**config.mk**
```make
export PLATFORM = sky130hd
export DESIGN_NAME = spi_slave_param_flat
export DESIGN_NICKNAME = d
export VERILOG_FILES = /design/src/rtl/spi_slave_param_if.sv /design/src/rtl/spi_slave_param.sv /design/src/flat_wrapper.sv
export SDC_FILE = /design/constraint.sdc
export NUM_CORES = 1
export LEC_CHECK = 0
export ABC_AREA = 1
export BUFFER_PORTS_ARGS = -buffer_cell sky130_fd_sc_hd__buf_2
export CAP_MARGIN = 5
export CORE_AREA = 4 4 80 82
export CTS_BUF_LIST = sky130_fd_sc_hd__clkbuf_8
export DETAILED_ROUTE_END_ITERATION = 12
export DIE_AREA = 0 0 84 86
export GPL_TIMING_DRIVEN = 0
export PLACE_DENSITY = 0.5
export SLEW_MARGIN = 20
export SYNTH_ARGS = -nofsm -noshare
export SYNTH_HDL_FRONTEND = slang
export SYNTH_SLANG_ARGS = --single-unit
export TNS_END_PERCENT = 10
```
**constraint.sdc**
```tcl
create_clock -name clk -period 1.7 [get_ports clk]
set_clock_uncertainty 0.05 [all_clocks]
set_input_delay 0.425 -clock clk [delete_from_list [all_inputs] [get_ports clk]]
set_output_delay 0.425 -clock clk [all_outputs]
set_load 0.03 [all_outputs]
```
**src/rtl/spi_slave_param_if.sv**
```systemverilog
// Pin and RAM-side bundle for spi_slave_param.
// The slave modport is the DUT view, and the master modport is the pin/RAM driver view.
interface spi_slave_param_if #(
    parameter int DATA_W = 8,
    parameter int CMD_W  = 2
);
    localparam int RX_W = CMD_W + DATA_W;

    logic              SS_n;
    logic              MOSI;
    logic              tx_valid;
    logic [DATA_W-1:0] tx_data;
    logic [RX_W-1:0]   rx_data;
    logic              rx_valid;
    logic              MISO;
    logic              busy;
    logic              frame_err;

    modport slave (
        input  SS_n, MOSI, tx_valid, tx_data,
        output rx_data, rx_valid, MISO, busy, frame_err
    );

    modport master (
        output SS_n, MOSI, tx_valid, tx_data,
        input  rx_data, rx_valid, MISO, busy, frame_err
    );
endinterface

```
**src/rtl/spi_slave_param.sv**
```systemverilog
// Parameterised SPI slave: deserialises {cmd, payload} frames and serialises read data on MISO.
// It tracks a read-address phase so that alternate read frames return data.
module spi_slave_param #(
    parameter int DATA_W    = 8,
    parameter int CMD_W     = 2,
    parameter int MSB_FIRST = 1
) (
    input  logic                clk,
    input  logic                rst_n,
    spi_slave_param_if.slave    bus
);
    localparam int RX_W  = CMD_W + DATA_W;
    localparam int RXC_W = $clog2(RX_W + 1);
    localparam int TXC_W = $clog2(DATA_W + 1);

    typedef enum logic [2:0] {
        IDLE, CHK_CMD, WRITE, READ_ADD, READ_DATA, WAIT_TX, SEND, HOLD
    } state_t;

    state_t            state_q, state_d;
    logic [RXC_W-1:0]  bit_cnt_q, bit_cnt_d;
    logic [TXC_W-1:0]  tx_cnt_q, tx_cnt_d;
    logic [RX_W-1:0]   shift_q, shift_d;
    logic [RX_W-1:0]   rx_data_q, rx_data_d;
    logic [DATA_W-1:0] tx_shift_q, tx_shift_d;
    logic              rx_valid_q, rx_valid_d;
    logic              frame_err_q, frame_err_d;
    logic              miso_q, miso_d;
    logic              rd_addr_flag_q, rd_addr_flag_d;

    logic [RX_W-1:0]   shift_in;
    logic [DATA_W-1:0] tx_next;
    logic              last_bit;

    always_comb begin
        shift_in = '0;
        tx_next  = '0;
        if (MSB_FIRST != 0) begin
            shift_in = {shift_q[RX_W-2:0], bus.MOSI};
            tx_next  = tx_shift_q << 1;
        end else begin
            shift_in = {bus.MOSI, shift_q[RX_W-1:1]};
            tx_next  = tx_shift_q >> 1;
        end
        last_bit = (bit_cnt_q == RXC_W'(RX_W - 1));
    end

    always_comb begin
        state_d        = state_q;
        bit_cnt_d      = '0;
        tx_cnt_d       = '0;
        shift_d        = shift_q;
        rx_data_d      = rx_data_q;
        tx_shift_d     = tx_shift_q;
        rx_valid_d     = 1'b0;
        frame_err_d    = 1'b0;
        miso_d         = 1'b0;
        rd_addr_flag_d = rd_addr_flag_q;

        case (state_q)
            IDLE: begin
                if (!bus.SS_n) state_d = CHK_CMD;
            end
            CHK_CMD: begin
                if (bus.SS_n) begin
                    state_d     = IDLE;
                    frame_err_d = 1'b1;
                end else if (!bus.MOSI) begin
                    state_d = WRITE;
                end else if (rd_addr_flag_q) begin
                    state_d = READ_DATA;
                end else begin
                    state_d = READ_ADD;
                end
            end
            WRITE, READ_ADD, READ_DATA: begin
                // A frame whose last bit lands together with SS_n rising still completes
                if (last_bit) begin
                    shift_d    = shift_in;
                    rx_data_d  = shift_in;
                    rx_valid_d = 1'b1;
                    if (state_q == READ_DATA) begin
                        state_d = WAIT_TX;
                    end else begin
                        state_d = HOLD;
                        if (state_q == READ_ADD) rd_addr_flag_d = 1'b1;
                    end
                end else if (bus.SS_n) begin
                    state_d     = IDLE;
                    frame_err_d = 1'b1;
                end else begin
                    shift_d   = shift_in;
                    bit_cnt_d = bit_cnt_q + 1'b1;
                end
            end
            WAIT_TX: begin
                if (bus.SS_n) begin
                    state_d     = IDLE;
                    frame_err_d = 1'b1;
                end else if (bus.tx_valid) begin
                    tx_shift_d = bus.tx_data;
                    miso_d     = (MSB_FIRST != 0) ? bus.tx_data[DATA_W-1] : bus.tx_data[0];
                    state_d    = SEND;
                end
            end
            SEND: begin
                if (bus.SS_n) begin
                    state_d     = IDLE;
                    frame_err_d = 1'b1;
                end else if (tx_cnt_q == TXC_W'(DATA_W - 1)) begin
                    rd_addr_flag_d = 1'b0;
                    state_d        = HOLD;
                end else begin
                    tx_shift_d = tx_next;
                    miso_d     = (MSB_FIRST != 0) ? tx_next[DATA_W-1] : tx_next[0];
                    tx_cnt_d   = tx_cnt_q + 1'b1;
                end
            end
            HOLD: begin
                if (bus.SS_n) state_d = IDLE;
            end
            default: state_d = IDLE;
        endcase
    end

    always_ff @(posedge clk or negedge rst_n) begin
        if (!rst_n) begin
            state_q        <= IDLE;
            bit_cnt_q      <= '0;
            tx_cnt_q       <= '0;
            shift_q        <= '0;
            rx_data_q      <= '0;
            tx_shift_q     <= '0;
            rx_valid_q     <= 1'b0;
            frame_err_q    <= 1'b0;
            miso_q         <= 1'b0;
            rd_addr_flag_q <= 1'b0;
        end else begin
            state_q        <= state_d;
            bit_cnt_q      <= bit_cnt_d;
            tx_cnt_q       <= tx_cnt_d;
            shift_q        <= shift_d;
            rx_data_q      <= rx_data_d;
            tx_shift_q     <= tx_shift_d;
            rx_valid_q     <= rx_valid_d;
            frame_err_q    <= frame_err_d;
            miso_q         <= miso_d;
            rd_addr_flag_q <= rd_addr_flag_d;
        end
    end

    assign bus.rx_data   = rx_data_q;
    assign bus.rx_valid  = rx_valid_q;
    assign bus.frame_err = frame_err_q;
    assign bus.MISO      = miso_q;
    assign bus.busy      = (state_q != IDLE);
endmodule
```
**src/flat_wrapper.sv**
```systemverilog
// flat-port wrapper written by rule: the top's interface ports become plain ports
module spi_slave_param_flat 
#(
    parameter int DATA_W    = 8,
    parameter int CMD_W     = 2,
    parameter int MSB_FIRST = 1
)
  (clk, rst_n, bus_SS_n, bus_MOSI, bus_tx_valid, bus_tx_data, bus_rx_data, bus_rx_valid, bus_MISO, bus_busy, bus_frame_err);
  spi_slave_param_if #(.DATA_W(DATA_W), .CMD_W(CMD_W)) bus_i ();
  input  logic clk;
  input  logic rst_n;
  input wire logic [$bits(bus_i.SS_n)-1:0] bus_SS_n;
  input wire logic [$bits(bus_i.MOSI)-1:0] bus_MOSI;
  input wire logic [$bits(bus_i.tx_valid)-1:0] bus_tx_valid;
  input wire logic [$bits(bus_i.tx_data)-1:0] bus_tx_data;
  output wire logic [$bits(bus_i.rx_data)-1:0] bus_rx_data;
  output wire logic [$bits(bus_i.rx_valid)-1:0] bus_rx_valid;
  output wire logic [$bits(bus_i.MISO)-1:0] bus_MISO;
  output wire logic [$bits(bus_i.busy)-1:0] bus_busy;
  output wire logic [$bits(bus_i.frame_err)-1:0] bus_frame_err;
  assign bus_i.SS_n = bus_SS_n;
  assign bus_i.MOSI = bus_MOSI;
  assign bus_i.tx_valid = bus_tx_valid;
  assign bus_i.tx_data = bus_tx_data;
  assign bus_rx_data = bus_i.rx_data;
  assign bus_rx_valid = bus_i.rx_valid;
  assign bus_MISO = bus_i.MISO;
  assign bus_busy = bus_i.busy;
  assign bus_frame_err = bus_i.frame_err;
  spi_slave_param #(.DATA_W(DATA_W), .CMD_W(CMD_W), .MSB_FIRST(MSB_FIRST)) u_core (.clk(clk), .rst_n(rst_n), .bus(bus_i));
endmodule
```
## Word level (Yosys, flattened, before mapping)

Cells that the tools add are included.
Widths: inputs -> output; s select.

| operators by class | value |
|---|---|
| $add $sub $neg | 2 |
| equal/unequal tests | 21 |
| mux-type cells | 41 |
| reductions and logical operators | 11 |

Operator list:

| kind | count |
|---|---|
| $mux 3 | 10 |
| $mux 7 | 4 |
| $mux 4 | 6 |
| $mux 9 | 2 |
| $pmux 3 s6 | 1 |
| $pmux 7 s2 | 1 |
| $mux 1 | 13 |
| $eq 3x3->1 const B | 4 |
| $ne 2x2->1 const B | 6 |
| $add 4x1->4 const B | 2 |
| $ne 2x1->1 const B | 4 |
| $eq 3x2->1 const B | 2 |
| $pmux 1 s2 | 3 |
| $reduce_and 6->1 | 1 |
| $reduce_or 3->1 | 2 |
| $reduce_and 5->1 | 1 |
| $eq 4x3->1 const B | 1 |
| $eq 4x4->1 const B | 1 |
| $reduce_and 2->1 | 2 |
| $reduce_bool 2->1 | 2 |
| $eq 3x1->1 const B | 1 |
| $logic_not 3->1 | 1 |
| $ne 3x2->1 const B | 1 |
| $ne 3x3->1 const B | 1 |
| other kinds (3) | 3 |

| storage, ports and cells | value |
|---|---|
| register bits after elaboration | 41 |
| bits of input ports | 13 |
| output and inout port bits | 14 |

## Longest topological paths before layout

Gate-level depths: netlist of the first run.

| logic depth | value |
|---|---|
| depth after elaboration | 5 |
| gate-level depth with buffers | 9 |
| gate-level depth less buffers | 8 |

## Worst setup path after synthesis of the first run

No wires, ideal clock.

| path | value |
|---|---|
| path type | register -> register |
| from | register u_core.bit_cnt_q[0] |
| to | register u_core.shift_q[0] |
| data arrival time | 1242 ps |
| data required time | 1524 ps |
| setup slack | 282 ps |
| cell stages (with the launch flop) | 7 |
| path buffers | 1 |
| cell sequence | dfrtp_1 ha_1 nand3_1 inv_2 o21ai_4 buf_6 o21ai_0 |

| between the ends | value |
|---|---|
| word-level cells in the longest chain between the ends | 3 |
| elaborated cells between the ends (all ways) | 4 |
| those cells by class | 2 x eq/ne; 1 x mux; 1 x reduce/logical |

Ends and longest elaborated chain:

| item | RTL line | text |
|---|---|---|
| start, declared | spi_slave_param.sv:21 | `logic [RXC_W-1:0] bit_cnt_q, bit_cnt_d;` |
| start signal, assigned | spi_slave_param.sv:140 | `bit_cnt_q <= bit_cnt_d;` |
| $eq 4x4->1 * | spi_slave_param.sv:45 | `last_bit = (bit_cnt_q == RXC_W'(RX_W - 1));` |
| $ne 2x1->1 (no line) | n/a |  |
| $reduce_and 2->1 (no line) | n/a |  |
| end signal, assigned | spi_slave_param.sv:142 | `shift_q <= shift_d;` |
| end, declared | spi_slave_param.sv:23 | `logic [RX_W-1:0] shift_q, shift_d;` |

Mark *: on every way between the ends. The rest lies on a longest branch, timed or not.
A chain may end at the register's enable or synchronous reset.

## Final worst setup path of the first run

| path | value |
|---|---|
| from | register u_core.state_q[1] |
| to | output port bus_busy |

| between the ends | value |
|---|---|
| word-level cells in the longest chain between the ends | 1 |

Ends and longest elaborated chain:

| item | RTL line | text |
|---|---|---|
| start, declared | spi_slave_param.sv:20 | `state_t state_q, state_d;` |
| start signal, assigned | spi_slave_param.sv:139 | `state_q <= state_d;` |
| $reduce_bool 3->1 | spi_slave_param.sv:156 | `assign bus.busy = (state_q != IDLE);` |
| end, declared | flat_wrapper.sv:19 | `output wire logic [$bits(bus_i.busy)-1:0] bus_busy;` |

Every way passes these cells.

==> flow_summary.yaml, run 1 <==
cts:
  cts_buffers: 5
  cts_buffer_depth: 2
  cts_tree: "done"
  clock_sinks: 41
  clk_pin_slew_worst_paths_ns: 0.08
  htreeDepth: 2
  root_buffer: "clkbuf_8"
  clk_latency_ns: 0.29
  ctsHoldBuffers: 0
sta:
  slew_headroom: 0.380
  hold_viol_final: 0
  drv_slew: 0
  fin_crit_ns: 1.63
  tightest_slew_ns: 0.930
  setup_viol: 0
  whs_ns: 0.219
  rsz0062_at_grt: "yes"
  fmax_ghz: 0.612
  finalSetupTns_ns: 0
  fin_crit_sh: 0.961
pwr:
  pwr-share-seq: 0.458
  comb_power_share: 0.305
  internal_power_uw: 1840
  power_frac_clock: 0.237
  ir_drop_mv: 0.465
  power_uw: 2880
  power_leakage_uw: 0.00116
  power_switching_uw: 1040
  switching_share: 0.360
  power_density_nw_per_um2: 1260
synth:
  seq_area_frac_synth: 0.529
  synth-seq-cells: 41
  yosysWarnings: 0
  synthTopCellsByArea: "dfrtp_1 53%, nand2_1 14%, nand3_1 4.9%"
  yosysTopAreaCell: "dfrtp_1"
  post-synth-top-count-cell: "nand2_1"
  yosysTopAreaCellShare: 0.529
  syn-cell-area_sq_um: 1940
  avgSynthCellArea_sq_um: 8.70
  async_flop_share: 1.00
  ys_top_cells_by_count: "70 x nand2_1, 41 x dfrtp_1, 19 x nand3_1, 18 x o21ai_0, 16 x inv_1"
  syn_inst: 223
  ys.flop_type: "dfrtp_1"
  synthDistinctLibCells: 26
  synth_nets: 239
  synth_edf_count: 0
worst_setup_path:
  required_ns: 1.22
  path_class: "register to output pin"
  path_cells: "buf_6 > nor2_2 > nand2_1 > buf_4"
  setup.worst_path.end_class: "output pin"
  worst_path_largest_cell_delay_ns: 0.39
  reg2reg_to: "u_core.shift_q[1]"
  crit_slowest_cell: "dfrtp_1"
  arrival_ns: 1.16
  start_kind: "register"
  r2r_slack_ns: 0.13
  path_max_fanout: 8
  reg2reg_depth: 6
  reg2reg_from: "u_core.bit_cnt_q[0]"
cells_and_area:
  insertedDiodeCount: 0
  fillerInstances: 621
  drive_gt1_frac: 0.236
  layout.nets: 273
  syn_to_final_growth_pct: 18.0
  utilization: 0.398
  final_area_sq_um: 2290
routing:
  routed_via_density: 4.60
  vias: 1532
  dr.pass1.iters: 4
  drt_iter0_drc: 62
  drcViolationCount: 0
  routed_wl_mm: 4.00
  ant_nets: 0
  wl_per_cell_um: 12.0
die:
  die_y_um: 86
  start_util: 0.338
  dieArea_sq_um: 7220
  io_pins: 27
  core_sq_um: 5750
  rows: 28
  die_width_um: 84
worst_hold_path:
  hold_path.class: "input port to asynchronous set/reset pin"
global_route:
  grt_pass1_vias: 1565
  overflow: 0
  antenna_found_initial: 0
  grt_max_degree: 42
  track_usage: 0.124
  grt_pass1_wl_mm: 7.33
run:
  max_cap_violations: 0
place:
  dp_hpwl_mm: 2.82
  gp_routability_congestion: 0.866
  portBuffers: 25
  dpl_cell_area_sq_um: 2160
status:
  status: "complete, no violations"
[power groups by stage]
stage / sequential (uW) / clock [uW] / combinational [uW]
final: 1320 / 681 / 877
after global routing: 1350 / 745 / 1010
after CTS: 1320 / 710 / 856
after detailed placement: 1330 / 0 / 816
after global placement: 1330 / 0 / 819
after floorplan: 1330 / 0 / 603
[registers in the layout (all words and copies together), names as in the netlist]
name / flops
u_core.bus.MISO: 1
u_core.bus.frame_err: 1
u_core.rd_addr_flag_q: 1
u_core.state_q: 3
u_core.tx_cnt_q: 4
u_core.bit_cnt_q: 4
u_core.bus.rx_data: 10
u_core.shift_q: 9
u_core.tx_shift_q: 7
u_core.bus.rx_valid: 1
[what timing repair did]
item	4_1_cts	5_1_grt
setup endpoints to repair	1	12
resized for setup	1	4
pin swaps	1	1
buffers inserted	1	1
[metal layers]
| metal | vias up | part of all wire | GRT usage | routed length (um) |
|---|---|---|---|---|
| li1 | 785 | - | - | - |
| met1 | 711 | 0.49 | 0.169 | 1980 |
| met2 | 30 | 0.44 | 0.195 | 1780 |
| met3 | 6 | 0.048 | 0.0375 | 192 |
| met4 | 0 | 0.013 | 0.0307 | 51 |
| met5 | - | 0 | 0 | 0 |
[through the flow]
| stage | worst slack (ns) | cells |
|---|---|---|
| 6_report | 0.0657 | 333 |
| 5_1_grt | -0.0187 | 333 |
| 4_1_cts | 0.00970 | 332 |
| 3_5_place_dp | 0.0576 | 323 |
| 3_3_place_gp | 0.0686 | 323 |
| 2_1_floorplan | 0.282 | 223 |
[final cells by class]
type                       instances  area [sq um]  area share
sequential                        41          1030       0.449
multi-input combinational        156           790       0.345
timing repair buffer              27           155      0.0678
clock inverter                     2          13.8     0.00601
buffer                             6          51.3      0.0224
clock buffer                       6          82.6      0.0361
inverter                          20          75.1      0.0328
tap                               75          93.8      0.0410
[worst max path at each step]
stage	startpoint	end	cells after the start
after floorplan	u_core.bit_cnt_q[0]	u_core.shift_q[0]	6
final	u_core.state_q[1]	bus_busy	4
after CTS	u_core.state_q[1]	bus_busy	4
after global placement	u_core.bit_cnt_q[0]	u_core.shift_q[1]	6
after detailed placement	u_core.bit_cnt_q[0]	u_core.shift_q[1]	6
after global routing	u_core.state_q[1]	bus_busy	4
[logic make-up (layout without fill, tap and decap cells)]
| family | count (synthesis) | after routing | synth area share |
|---|---|---|---|
| and+or+nand+nor | 122 | 122 | 0.283 |
| DFF | 41 | 41 | 0.529 |
| AOI/OAI and AO/OA | 28 | 28 | 0.0897 |
| buffers and inverters | 26 | 61 | 0.0652 |
| adders and majority gates | 3 | 3 | 0.0194 |
| xor gates and xnor gates | 3 | 3 | 0.0136 |
[worst max-delay path: cells and delay by family, from the launching register on]
| kind | cells | cell delay, ns |
|---|---|---|
| buffers and inverters | 2 | 0.31 |
| AND/OR/NAND/NOR | 2 | 0.17 |
| flip-flops | 1 | 0.39 |
[cell usage in the layout, fill, tap and decap left out]
cell type and n:
xnor2_1 2, buf_2 26, inv_1 16, nand4_1 5
o21ai_2 1, buf_6 2, clkbuf_8 7, nor3_1 4
o21ai_1 5, nand2_2 3, clkinv_2 1, inv_2 4
a22o_1 1, clkinv_4 1, a21oi_1 2, nor2_4 2
ha_1 3, nand2_1 70, clkbuf_2 1, nand3_1 19
dfrtp_2 1, buf_4 2, nor2_1 13, dfrtp_1 40
nand2_4 3, o21ai_4 2, o21ai_0 16, buf_12 1
xor2_1 1, a31o_2 1, nor2_2 3
No activity file was read; power rests on OpenSTA's default activity.
==> run 2: changes to the inputs <==
CORE_AREA = 4 4 63 65   (was 4 4 80 82)
CTS_CLUSTER_DIAMETER = 50   (was default)
DIE_AREA = 0 0 67 69   (was 0 0 84 86)
PLACE_DENSITY = 0.77   (was 0.5)
==> flow_summary.yaml, run 2 (synthesis gave the netlist of run 1 again) <==
place:
  gp_routability_congestion: 0.856
  portBuffers: 25
  place_inst: 294
  dpl_cell_area_sq_um: 2120
  dp_hpwl_mm: 2.70
  pre_cts_ws_ns: 0.0854
sta:
  hold_viol_final: 0
  fmax_ghz: 0.615
  fin_crit_ns: 1.63
  drv_slew: 0
  setup_slack_ns: 0.0731
  fin_crit_sh: 0.957
  tightest_slew_ns: 0.876
  slew_headroom: 0.416
  setup_viol: 0
  whs_ns: 0.198
cells_and_area:
  final_area_sq_um: 2260
  drive_gt1_frac: 0.245
  utilization: 0.678
  layout_commonest_cell: "nand2_1"
  final_cells: 307
  mostFrequentLayoutCells: "70 x nand2_1, 40 x dfrtp_1, 26 x buf_2, 19 x nand3_1, 18 x o21ai_0"
  syn_to_final_growth_pct: 16.6
  largest_register_ff_count: 10
  insertedDiodeCount: 0
  layout.nets: 276
global_route:
  grt_pass1_vias: 1467
  grt_max_degree: 42
  grt_pass1_wl_mm: 6.65
  track_usage: 0.186
  antenna_found_initial: 0
  overflow: 0
die:
  rows: 21
  start_util: 0.581
  core_sq_um: 3340
  die_width_um: 67
  dieArea_sq_um: 4620
  die_y_um: 69
  io_pins: 27
cts:
  cts_buffer_depth: 2
  clk_pin_slew_worst_paths_ns: 0.08
  htreeDepth: 2
  cts_tree: "done"
  clk_latency_ns: 0.29
  clock_sinks: 41
  cts_buffers: 5
  root_buffer: "clkbuf_8"
pwr:
  power_density_nw_per_um2: 1280
  ir_drop_mv: 0.675
  power_leakage_uw: 0.00117
worst_setup_path:
  required_ns: 1.22
  startpoint: "u_core.state_q[1]"
  crit_buf_inv: 2
  setup.worst_path.end_class: "output pin"
  path_class: "register to output pin"
  arrival_ns: 1.15
  worst_path_largest_cell_delay_ns: 0.38
  path_max_fanout: 8
  critPathTopFamily: "flip-flops"
  reg2reg_from: "u_core.bit_cnt_q[0]"
  path_cells: "buf_6 > nor2_2 > nand2_1 > buf_4"
  crit_slowest_cell: "dfrtp_1"
  start_kind: "register"
routing:
  routed_via_density: 5.11
  wl_per_cell_um: 12.8
  drcViolationCount: 0
  dr.pass1.iters: 4
  drt_iter0_drc: 83
  ant_nets: 0
  routed_wl_mm: 3.94
  vias: 1569
worst_hold_path:
  hold_path.class: "input port to asynchronous set/reset pin"
status:
  status: "complete, no violations"
run:
  max_cap_violations: 0
[run 2: worst paths after layout]
check                                        end  depth (start not counted)  slack (ns)
max                                     bus_busy                          4        0.07
min                        u_core.bus.rx_data[1]                          1        0.20
max reg2reg                    u_core.shift_q[3]                          7        0.12
min reg2reg                u_core.bus.rx_data[8]                          2        0.43
max in group asynchronous      u_core.state_q[2]                          1        0.80
min in group clk            u_core.tx_shift_q[0]                          3        0.31
[run 2: report_power, final]
part	leakage, uW	switching, uW	total (uW)	internal [uW]
Sequential	0.000535	149	1330	1180
Combinational	0.000581	565	901	336
Clock	0.0000512	339	668	329
Total	0.00117	1050	2900	1850
[run 2: what timing repair did]
item | in CTS | in global routing
endpoints found under the setup margin | 1 | 10
setup buffers | 1 | 4
hold buffers | 0 | 0
pin swaps | 1 | 1
gates resized for setup | 2 | 1
[run 2: layout make-up]
cell class,count,area [sq um]
flip-flops and latches,41,1030
multi-input cells,156,790
plain buffers,6,51.3
clock buffers,6,82.6
well taps,46,57.6
clock inverters,2,13.8
inverters,20,75.1
fillers,287,1070
repair buffers,30,165
[run 2: through the flow]
| step | TNS, ns | power (uW) |
|---|---|---|
| after floorplan | 0 | 1930 |
| after global placement | 0 | 2120 |
| after detailed placement | 0 | 2140 |
| after CTS | 0 | 2850 |
| after global routing | -0.00138 | 3090 |
| final | 0 | 2900 |
[run 2: per-layer routing]
metal	part of all wire	wire [um]	track usage	up-vias
li1	-	-	-	790
met1	0.46	1820	0.254	718
met2	0.46	1830	0.285	55
met3	0.061	240	0.0503	6
met4	0.013	53	0.0608	0
met5	0	0	0	-
